==> src/rtl/cw305_usb_bus_master.sv <==
// Host-side initiator for the CW305 USB parallel register bus.
// Runs 1..2^pBYTECNT_SIZE byte read/write bursts using SETUP/STROBE/HOLD timing.
module cw305_usb_bus_master #(
   parameter int pBYTECNT_SIZE = 7,
   parameter int pADDR_WIDTH   = 21,
   parameter int pSETUP        = 1,
   parameter int pSTROBE       = 3,
   parameter int pHOLD         = 1
) (
   input  logic                                 usb_clk,
   input  logic                                 rst,
   input  logic                                 cmd_valid,
   output logic                                 cmd_ready,
   input  logic                                 cmd_write,
   input  logic [pADDR_WIDTH-pBYTECNT_SIZE-1:0] cmd_addr,
   input  logic [pBYTECNT_SIZE-1:0]             cmd_len,
   input  logic [7:0]                           wr_data,
   input  logic                                 wr_valid,
   output logic                                 wr_ready,
   output logic [7:0]                           rd_data,
   output logic                                 rd_valid,
   output logic                                 busy,
   output logic [pADDR_WIDTH-1:0]               bus_addr,
   output logic [7:0]                           bus_data_out,
   output logic                                 bus_data_oe,
   input  logic [7:0]                           bus_data_in,
   output logic                                 bus_ncs,
   output logic                                 bus_nrd,
   output logic                                 bus_nwe
);

   localparam int AW = pADDR_WIDTH - pBYTECNT_SIZE;
   localparam int BW = pBYTECNT_SIZE;
   localparam int CW = 8;

   localparam logic [CW-1:0] SETUP_LAST  = CW'(pSETUP - 1);
   localparam logic [CW-1:0] STROBE_LAST = CW'(pSTROBE - 1);
   localparam logic [CW-1:0] HOLD_LAST   = CW'(pHOLD - 1);

   typedef enum logic [1:0] {S_IDLE, S_SETUP, S_STROBE, S_HOLD} state_t;

   state_t           r_state;
   logic [CW-1:0]    r_cnt;
   logic             r_write;
   logic [AW-1:0]    r_addr;
   logic [BW-1:0]    r_len;
   logic [BW-1:0]    r_idx;
   logic             r_loaded;
   logic             r_wr_ready;
   logic [7:0]       r_rd_data;
   logic             r_rd_valid;
   logic [pADDR_WIDTH-1:0] r_bus_addr;
   logic [7:0]       r_dout;
   logic             r_oe;
   logic             r_ncs;
   logic             r_nrd;
   logic             r_nwe;
   logic [BW-1:0]    w_idx_next;

   assign w_idx_next = r_idx + BW'(1);

   assign cmd_ready    = (r_state == S_IDLE);
   assign busy         = (r_state != S_IDLE);
   assign wr_ready     = r_wr_ready;
   assign rd_data      = r_rd_data;
   assign rd_valid     = r_rd_valid;
   assign bus_addr     = r_bus_addr;
   assign bus_data_out = r_dout;
   assign bus_data_oe  = r_oe;
   assign bus_ncs      = r_ncs;
   assign bus_nrd      = r_nrd;
   assign bus_nwe      = r_nwe;

   always_ff @(posedge usb_clk or posedge rst) begin
      if (rst) begin
         r_state    <= S_IDLE;
         r_cnt      <= '0;
         r_write    <= 1'b0;
         r_addr     <= '0;
         r_len      <= '0;
         r_idx      <= '0;
         r_loaded   <= 1'b0;
         r_wr_ready <= 1'b0;
         r_rd_data  <= '0;
         r_rd_valid <= 1'b0;
         r_bus_addr <= '0;
         r_dout     <= '0;
         r_oe       <= 1'b0;
         r_ncs      <= 1'b1;
         r_nrd      <= 1'b1;
         r_nwe      <= 1'b1;
      end else begin
         r_wr_ready <= 1'b0;
         r_rd_valid <= 1'b0;
         case (r_state)
            S_IDLE: begin
               if (cmd_valid) begin
                  r_write    <= cmd_write;
                  r_addr     <= cmd_addr;
                  r_len      <= cmd_len;
                  r_idx      <= '0;
                  r_cnt      <= '0;
                  r_bus_addr <= {cmd_addr, BW'(0)};
                  r_state    <= S_SETUP;
                  if (!cmd_write) begin
                     r_ncs    <= 1'b0;
                     r_loaded <= 1'b1;
                  end else if (wr_valid) begin
                     r_ncs      <= 1'b0;
                     r_oe       <= 1'b1;
                     r_dout     <= wr_data;
                     r_wr_ready <= 1'b1;
                     r_loaded   <= 1'b1;
                  end else begin
                     r_loaded <= 1'b0;
                  end
               end
            end
            S_SETUP: begin
               // A write byte without data parks here with the bus released;
               // the setup count only starts once the byte is latched.
               if (!r_loaded) begin
                  if (wr_valid) begin
                     r_ncs      <= 1'b0;
                     r_oe       <= 1'b1;
                     r_dout     <= wr_data;
                     r_wr_ready <= 1'b1;
                     r_loaded   <= 1'b1;
                     r_cnt      <= '0;
                  end
               end else if (r_cnt == SETUP_LAST) begin
                  r_cnt   <= '0;
                  r_state <= S_STROBE;
                  if (r_write) r_nwe <= 1'b0;
                  else         r_nrd <= 1'b0;
               end else begin
                  r_cnt <= r_cnt + CW'(1);
               end
            end
            S_STROBE: begin
               if (r_cnt == STROBE_LAST) begin
                  r_cnt   <= '0;
                  r_state <= S_HOLD;
                  r_nwe   <= 1'b1;
                  r_nrd   <= 1'b1;
                  if (!r_write) begin
                     r_rd_data  <= bus_data_in;
                     r_rd_valid <= 1'b1;
                  end
               end else begin
                  r_cnt <= r_cnt + CW'(1);
               end
            end
            S_HOLD: begin
               if (r_cnt == HOLD_LAST) begin
                  r_cnt <= '0;
                  if (r_idx == r_len) begin
                     r_state <= S_IDLE;
                     r_ncs   <= 1'b1;
                     r_oe    <= 1'b0;
                  end else begin
                     r_idx      <= w_idx_next;
                     r_bus_addr <= {r_addr, w_idx_next};
                     r_state    <= S_SETUP;
                     if (!r_write) begin
                        r_loaded <= 1'b1;
                     end else if (wr_valid) begin
                        r_dout     <= wr_data;
                        r_wr_ready <= 1'b1;
                        r_loaded   <= 1'b1;
                     end else begin
                        r_loaded <= 1'b0;
                        r_ncs    <= 1'b1;
                        r_oe     <= 1'b0;
                     end
                  end
               end else begin
                  r_cnt <= r_cnt + CW'(1);
               end
            end
            default: r_state <= S_IDLE;
         endcase
      end
   end

endmodule

==> config.mk <==
export PLATFORM = sky130hd
export DESIGN_NAME = cw305_usb_bus_master
export DESIGN_NICKNAME = d
export VERILOG_FILES = /design/src/rtl/cw305_usb_bus_master.sv
export SDC_FILE = /design/constraint.sdc
export NUM_CORES = 1
export LEC_CHECK = 0
export ABC_AREA = 0
export CAP_MARGIN = 30
export CORE_ASPECT_RATIO = 1.75
export CORE_MARGIN = 5
export CORE_UTILIZATION = 45
export DETAILED_ROUTE_END_ITERATION = 8
export GPL_ROUTABILITY_DRIVEN = 0
export PLACE_DENSITY = 0.82
export SYNTH_ARGS = -nofsm -noshare
export SYNTH_HDL_FRONTEND = slang
export SYNTH_SLANG_ARGS = --single-unit
export TNS_END_PERCENT = 10
==> constraint.sdc <==
create_clock -name usb_clk -period 2.5 [get_ports usb_clk]
set_input_delay 0.375 -clock usb_clk [delete_from_list [all_inputs] [get_ports usb_clk]]
set_output_delay 0.375 -clock usb_clk [all_outputs]
set_load 0.1 [all_outputs]
# ---- Word-level counts from Yosys, hierarchy flattened
# Cells that the tools add are included.
dict set report op_classes {
  addsub 2
  n_mul 0
  div 0
  magnitude_cmp 0
  eq_ne 19
  shifts 0
  mux 74
  bitwise 1
  n_reduce_logical 17
}
# op count
set ops {}
lappend ops {{8-bit 2-to-1 mux} 12}
lappend ops {{21-bit 2-to-1 mux} 3}
lappend ops {{21-bit case mux with 2 select lines} 1}
lappend ops {{1-bit 2-to-1 mux} 40}
lappend ops {{8-bit case mux with 4 select lines} 1}
lappend ops {{8-bit case mux with 3 select lines} 1}
lappend ops {{7-bit 2-to-1 mux} 3}
lappend ops {{2-bit inequality test, second input constant} 10}
lappend ops {{5-bit AND reduction} 3}
lappend ops {{7-bit case mux with 2 select lines} 1}
lappend ops {{7-bit AND reduction} 2}
lappend ops {{1-bit case mux with 3 select lines} 4}
lappend ops {{2-bit 2-to-1 mux} 5}
lappend ops {{3-bit inequality test, second input constant} 3}
lappend ops {{8-bit by 1-bit adder with 8-bit output, second input constant} 1}
lappend ops {{8-bit by 2-bit equality test with 1-bit output, second input constant} 1}
lappend ops {{8-bit logical NOT} 1}
lappend ops {{2-bit case mux with 4 select lines} 1}
lappend ops {{4-bit AND reduction} 2}
lappend ops {{7-bit by 1-bit adder with 7-bit output, second input constant} 1}
lappend ops {{7-bit equality test} 1}
lappend ops {{6-bit AND reduction} 1}
lappend ops {{2-bit nonzero test} 3}
lappend ops {{2-bit equality test, second input constant} 2}
lappend ops {{8 further kinds} 10}
dict set report word_totals {
  regBits 83
  latch_bits 0
  mem_bits_rw 0
  rom_bits 0
  in_bits 42
  output_inout_bits 45
  elab_cells 129
  n_memories 0
}

# ---- Depth between registers and ports, before layout
dict set report logic_depth {
  depth_word 5
  ltp_mapped 9
  ltp_nobuf 7
}

# ---- Worst setup path before layout
# No wires, ideal clock.
dict set report synth_timing {
  kind {flip-flop to flip-flop}
  startpoint {register r_state[0]}
  endpoint {register r_dout[0] (netlist: bus_data_out[0])}
  setup_time_ps 125
  arrival_time_ps 2942
  t_required_ps 2375
  path_slack_ps -568
  stages_incl_launch_ff 8
  path_buffers 0
  path_cell_list {dfrtp_1 inv_1 ha_1 inv_1 o21a_1 nand2_4 a211oi_4 mux2_2}
}
dict set report synth_via {
  elab_chain_cells 3
  elab_cells_between_ends 12
  cone_classes {8 x eq/ne; 1 x mux; 3 x reduce/logical}
}
# item line
set synth_lines {}
lappend synth_lines {{start: declaration} 42} ;# state_t r_state;
lappend synth_lines {{start signal: assignment} 76} ;# r_state <= S_IDLE;
lappend synth_lines {{start signal: assignment} 104} ;# r_state <= S_SETUP;
lappend synth_lines {{start signal: assignment} 133} ;# r_state <= S_STROBE;
lappend synth_lines {{2-bit logical NOT (*)} --}
lappend synth_lines {{via cmd_ready} 13} ;# output logic cmd_ready,
lappend synth_lines {{2-bit by 1-bit inequality test with 1-bit output (no line), or another cell as far along} --}
lappend synth_lines {{7-bit AND reduction (no line)} --}
lappend synth_lines {{end signal: assignment} 111} ;# r_dout <= wr_data;
lappend synth_lines {{end signal: assignment} 126} ;# r_dout <= wr_data;
lappend synth_lines {{end signal: assignment} 168} ;# r_dout <= wr_data;
lappend synth_lines {{end: declaration} 53} ;# logic [7:0] r_dout;
# The timed path passes the listed nets; every way through them passes the cells marked *.
# A chain may end at the register's enable or synchronous reset.

# ---- Final worst setup path
dict set report layout_timing {
  startpoint {register r_cnt[0]}
  endpoint {register r_bus_addr[6] (netlist: bus_addr[6])}
}
dict set report layout_via {
  elab_chain_cells 3
}
# item line
set layout_lines {}
lappend layout_lines {{start: declaration} 43} ;# logic [CW-1:0] r_cnt;
lappend layout_lines {{start signal: assignment} 137} ;# r_cnt <= r_cnt + CW'(1);
lappend layout_lines {{start signal: assignment} 151} ;# r_cnt <= r_cnt + CW'(1);
lappend layout_lines {{start signal: assignment} 178} ;# r_cnt <= r_cnt + CW'(1);
lappend layout_lines {{8-bit logical NOT} 155} ;# if (r_cnt == HOLD_LAST) begin
lappend layout_lines {{2-bit inequality test (no line)} --}
lappend layout_lines {{4-bit AND reduction (no line)} --}
lappend layout_lines {{end signal: assignment} 103} ;# r_bus_addr <= {cmd_addr, BW'(0)};
lappend layout_lines {{end signal: assignment} 163} ;# r_bus_addr <= {r_addr, w_idx_next};
lappend layout_lines {{end: declaration} 52} ;# logic [pADDR_WIDTH-1:0] r_bus_addr;
# Every way passes these cells.

==> impl_results.md <==
- Status: complete, no violations
- MaxCap Viol Count: 0
- Critical path buffer and inverter count: 2
- Final setup violating endpoints: 0
- Asr flop ratio synth: 100%
- Setup CP Type: reg -> reg
- Seq/Total Area, Yosys: 51.7%
- Largest family of logic cells by synthesized area: multiplexers
- Effective utilization at floorplan: 46.3%
- YS warnings: 0
- Grt met3 use: 4.56%
- Endpoint class of the critical path: register
- Residual DRC: 0
- Tmin final: roughly 2.3 ns
- WP data required: ~2.7 ns
- Worst-Margin Slew: 0.595 ns
- Syn Nets: 380
- Proportion of layout cells with a drive suffix above 1: 29.6%
- Fin. Hold Viols: 0
- Post-CTS setup buffer count: 0
- Adder-cell share of the synthesized area: roughly 3.1%
- CTS Buffer Depth: 2
- Tcrit/Tclk final: between 90% and 100%
- Die footprint: between 0.01 and 0.015 sq mm
- Hold buffers post-CTS: 0
- Mapped Cells: 329
- Via count: 2827
- Vias per inst: 5.48
- Setup TNS: 0 ns
- Fmax: 436 MHz
- Largest net degree at the start of global routing: 77
- Cts bufs inserted: 9
- Fin area: 0.00488 sq mm
- Clk Latency, worst-skew pair: around 0.33 ns
- Slew Viols, Final: 0
- Synth unique cells: 45
- Commonest register cell after synthesis: dfrtp_1
- CP cell instances: inv_1 > ha_1 > nor3b_1 > o2111ai_1 > a31oi_2 > buf_12 > nand4_1 > mux2i_1
- # rows: 43
- Clock sink count: 76
- Die Y: 130 um
- Grt total ovfl: 0
- Pre-Repair DR Iteration Count: 4
- CTS tree: done
- DRT antenna net count: 0
- Placement Cell Area: 0.00458 sq mm
- Post-Synth Simple-Gate Area: 10.3%
- Crit path max fanout: 36
- Worst hold slack: around 0.44 ns
- Max-slew headroom: 60.0%
- IO Port Bufs: 86
- Routed WL per cell: 16.5 um
- Hold/Removal Path Class: in -> async
- Tot GR Track Use: around 18%
- RSZ-0062 raised after global routing: false
- Root buffer cell: clkbuf_16
- Final Net Count: 472
- I/O Pins: 87
- Cell area after synthesis: 0.00369 sq mm
- Synth-to-Final Area Change: 32.3%
- Cts repair resizes: 0
- Core area: 0.00796 sq mm
- Number of enable flip-flop cells after synthesis: 0
- Vias in the first global route: 2867
- Worst EP arrival: between 2 and 3 ns
- Met1 Use GR: 18.1%
- Antenna violations before repair: 0
- First-pass GRT wire length: 13900 um
- Post-synthesis xor/xnor area fraction: around 1.7%
- Worst Clk Skew: 0.00566 ns
- Die Wd: 78.4 um
- Cell family with most CP delay: compound AO/OA/AOI/OAI gates
- Synth Area in Compound Gates: 12.8%
- FF-to-FF setup slack: ~0.21 ns
- DRT Wirelength: 8530 um
- Crit path launch type: register
- Met2 Use GR: 33.2%
- Grt peak-use layer: met2
- Worst path slowest cell: dfrtp_1
- Number of diodes: 0
- Mux cell area share after synthesis: 17.1%
- Clock-pin slew on the worst setup and hold paths: 0.06 ns
- Mapped Avg Cell Area: 11.2 sq um
- Number of H-tree levels: 3
- 1st-iter DRT viols: ~120
- Seq cells post-synth: 76
- Final HPWL DP: between 6000 and 7000 um
- CP max stage delay: approximately 0.42 ns
-- cells in the mapped netlist, drive strengths merged, types with 3 or more instances --
| master | number | area [sq um] |
|---|---|---|
| a21o | 3 | 22.5 |
| o21ai | 11 | 55.1 |
| nand2 | 25 | 101 |
| xor2 | 7 | 61.3 |
| inv | 17 | 63.8 |
| buf | 5 | 33.8 |
| clkbuf | 8 | 30.0 |
| or3 | 4 | 25.0 |
| a22o | 3 | 26.3 |
| ha | 9 | 113 |
| a21oi | 27 | 135 |
| nand3 | 6 | 30.0 |
| nor3 | 3 | 15.0 |
| nand4 | 5 | 31.3 |
| or2 | 4 | 25.0 |
| a31o | 3 | 26.3 |
| nand2b | 3 | 18.8 |
| and3 | 3 | 18.8 |
| nor2 | 23 | 86.3 |
| mux2i | 19 | 190 |
| dfstp | 3 | 78.8 |
| mux2 | 39 | 439 |
| dfrtp | 73 | 1830 |
| a211oi | 4 | 42.5 |
-- worst register-to-register path, stage by stage, from the launching register on --
cell and delay (ns):
dfrtp_1 0.42, inv_1 0.10, ha_1 0.15, nor3b_1 0.35, o2111ai_1 0.31, a31oi_2 0.30, buf_12 0.22, nand4_1 0.17
mux2i_1 0.15
-- routing by layer --
metal | vias to the layer above | share of wire [%]
li1 | 1351 | -
met1 | 1379 | 36
met2 | 78 | 57
met3 | 19 | 4.3
met4 | 0 | 2.8
met5 | - | 0
-- state kept, by name, summed over array words and instances (netlist names), 2 cells and up --
name / cells
r_idx: 6
r_addr: 14
r_cnt: 8
rd_data: 8
bus_data_out: 8
r_state: 2
r_len: 7
bus_addr: 15
-- path summary, 6_finish.rpt --
kind | start | endpoint | cells past startpoint
worst min register to register | bus_nrd | bus_nrd | 2
worst max register to register | r_cnt[0] | bus_addr[6] | 8
worst max-delay path | r_cnt[0] | bus_addr[6] | 8
max in group asynchronous | rst | bus_ncs | 3
min in group usb_clk | bus_nrd | bus_nrd | 2
worst min-delay path | rst | rd_data[1] | 3
-- logic make-up after synthesis --
logic type	Yosys count
compound gates	69
xor+xnor	7
fa+ha+maj	9
buf+inv	30
flops	76
mux	58
simple gates	80
-- through the flow --
| stage | setup slack (ns) | cells | util [%] |
|---|---|---|---|
| 3_3_place_gp | 0.249 | 500 | 57.6 |
| 4_1_cts | 0.173 | 516 | 61.2 |
| 6_report | 0.205 | 516 | 61.2 |
| 5_1_grt | 0.0246 | 516 | 61.2 |
| 3_5_place_dp | 0.179 | 500 | 57.6 |
| 2_1_floorplan | 0.0495 | 329 | - |
-- layout by cell type, fill, tap and decap left out, types with 4 or more instances in the layout --
cell type,count
a21oi_1,27
buf_4,51
clkbuf_16,9
clkdlybuf4s50_1,41
clkinv_2,4
dfrtp_1,73
ha_1,8
inv_1,15
mux2_2,39
mux2i_1,19
nand2_1,24
nand3_1,6
nand4_1,5
nor2_1,23
o21ai_0,11
or2_2,4
or3_1,4
xor2_1,7
-- cell type report --
class / instances / area (sq um)
Fill cell: 675 / 3090
Multi-Input combinational cell: 223 / 1670
Clock inverter: 7 / 66.3
Timing Repair Buffer: 94 / 833
Clock buffer: 9 / 225
Tap cell: 90 / 113
Inverter: 17 / 67.6
Sequential cell: 76 / 1910
Power is not shown: default switching activity piles up to over one toggle a cycle in this logic, so the estimate is an artifact.
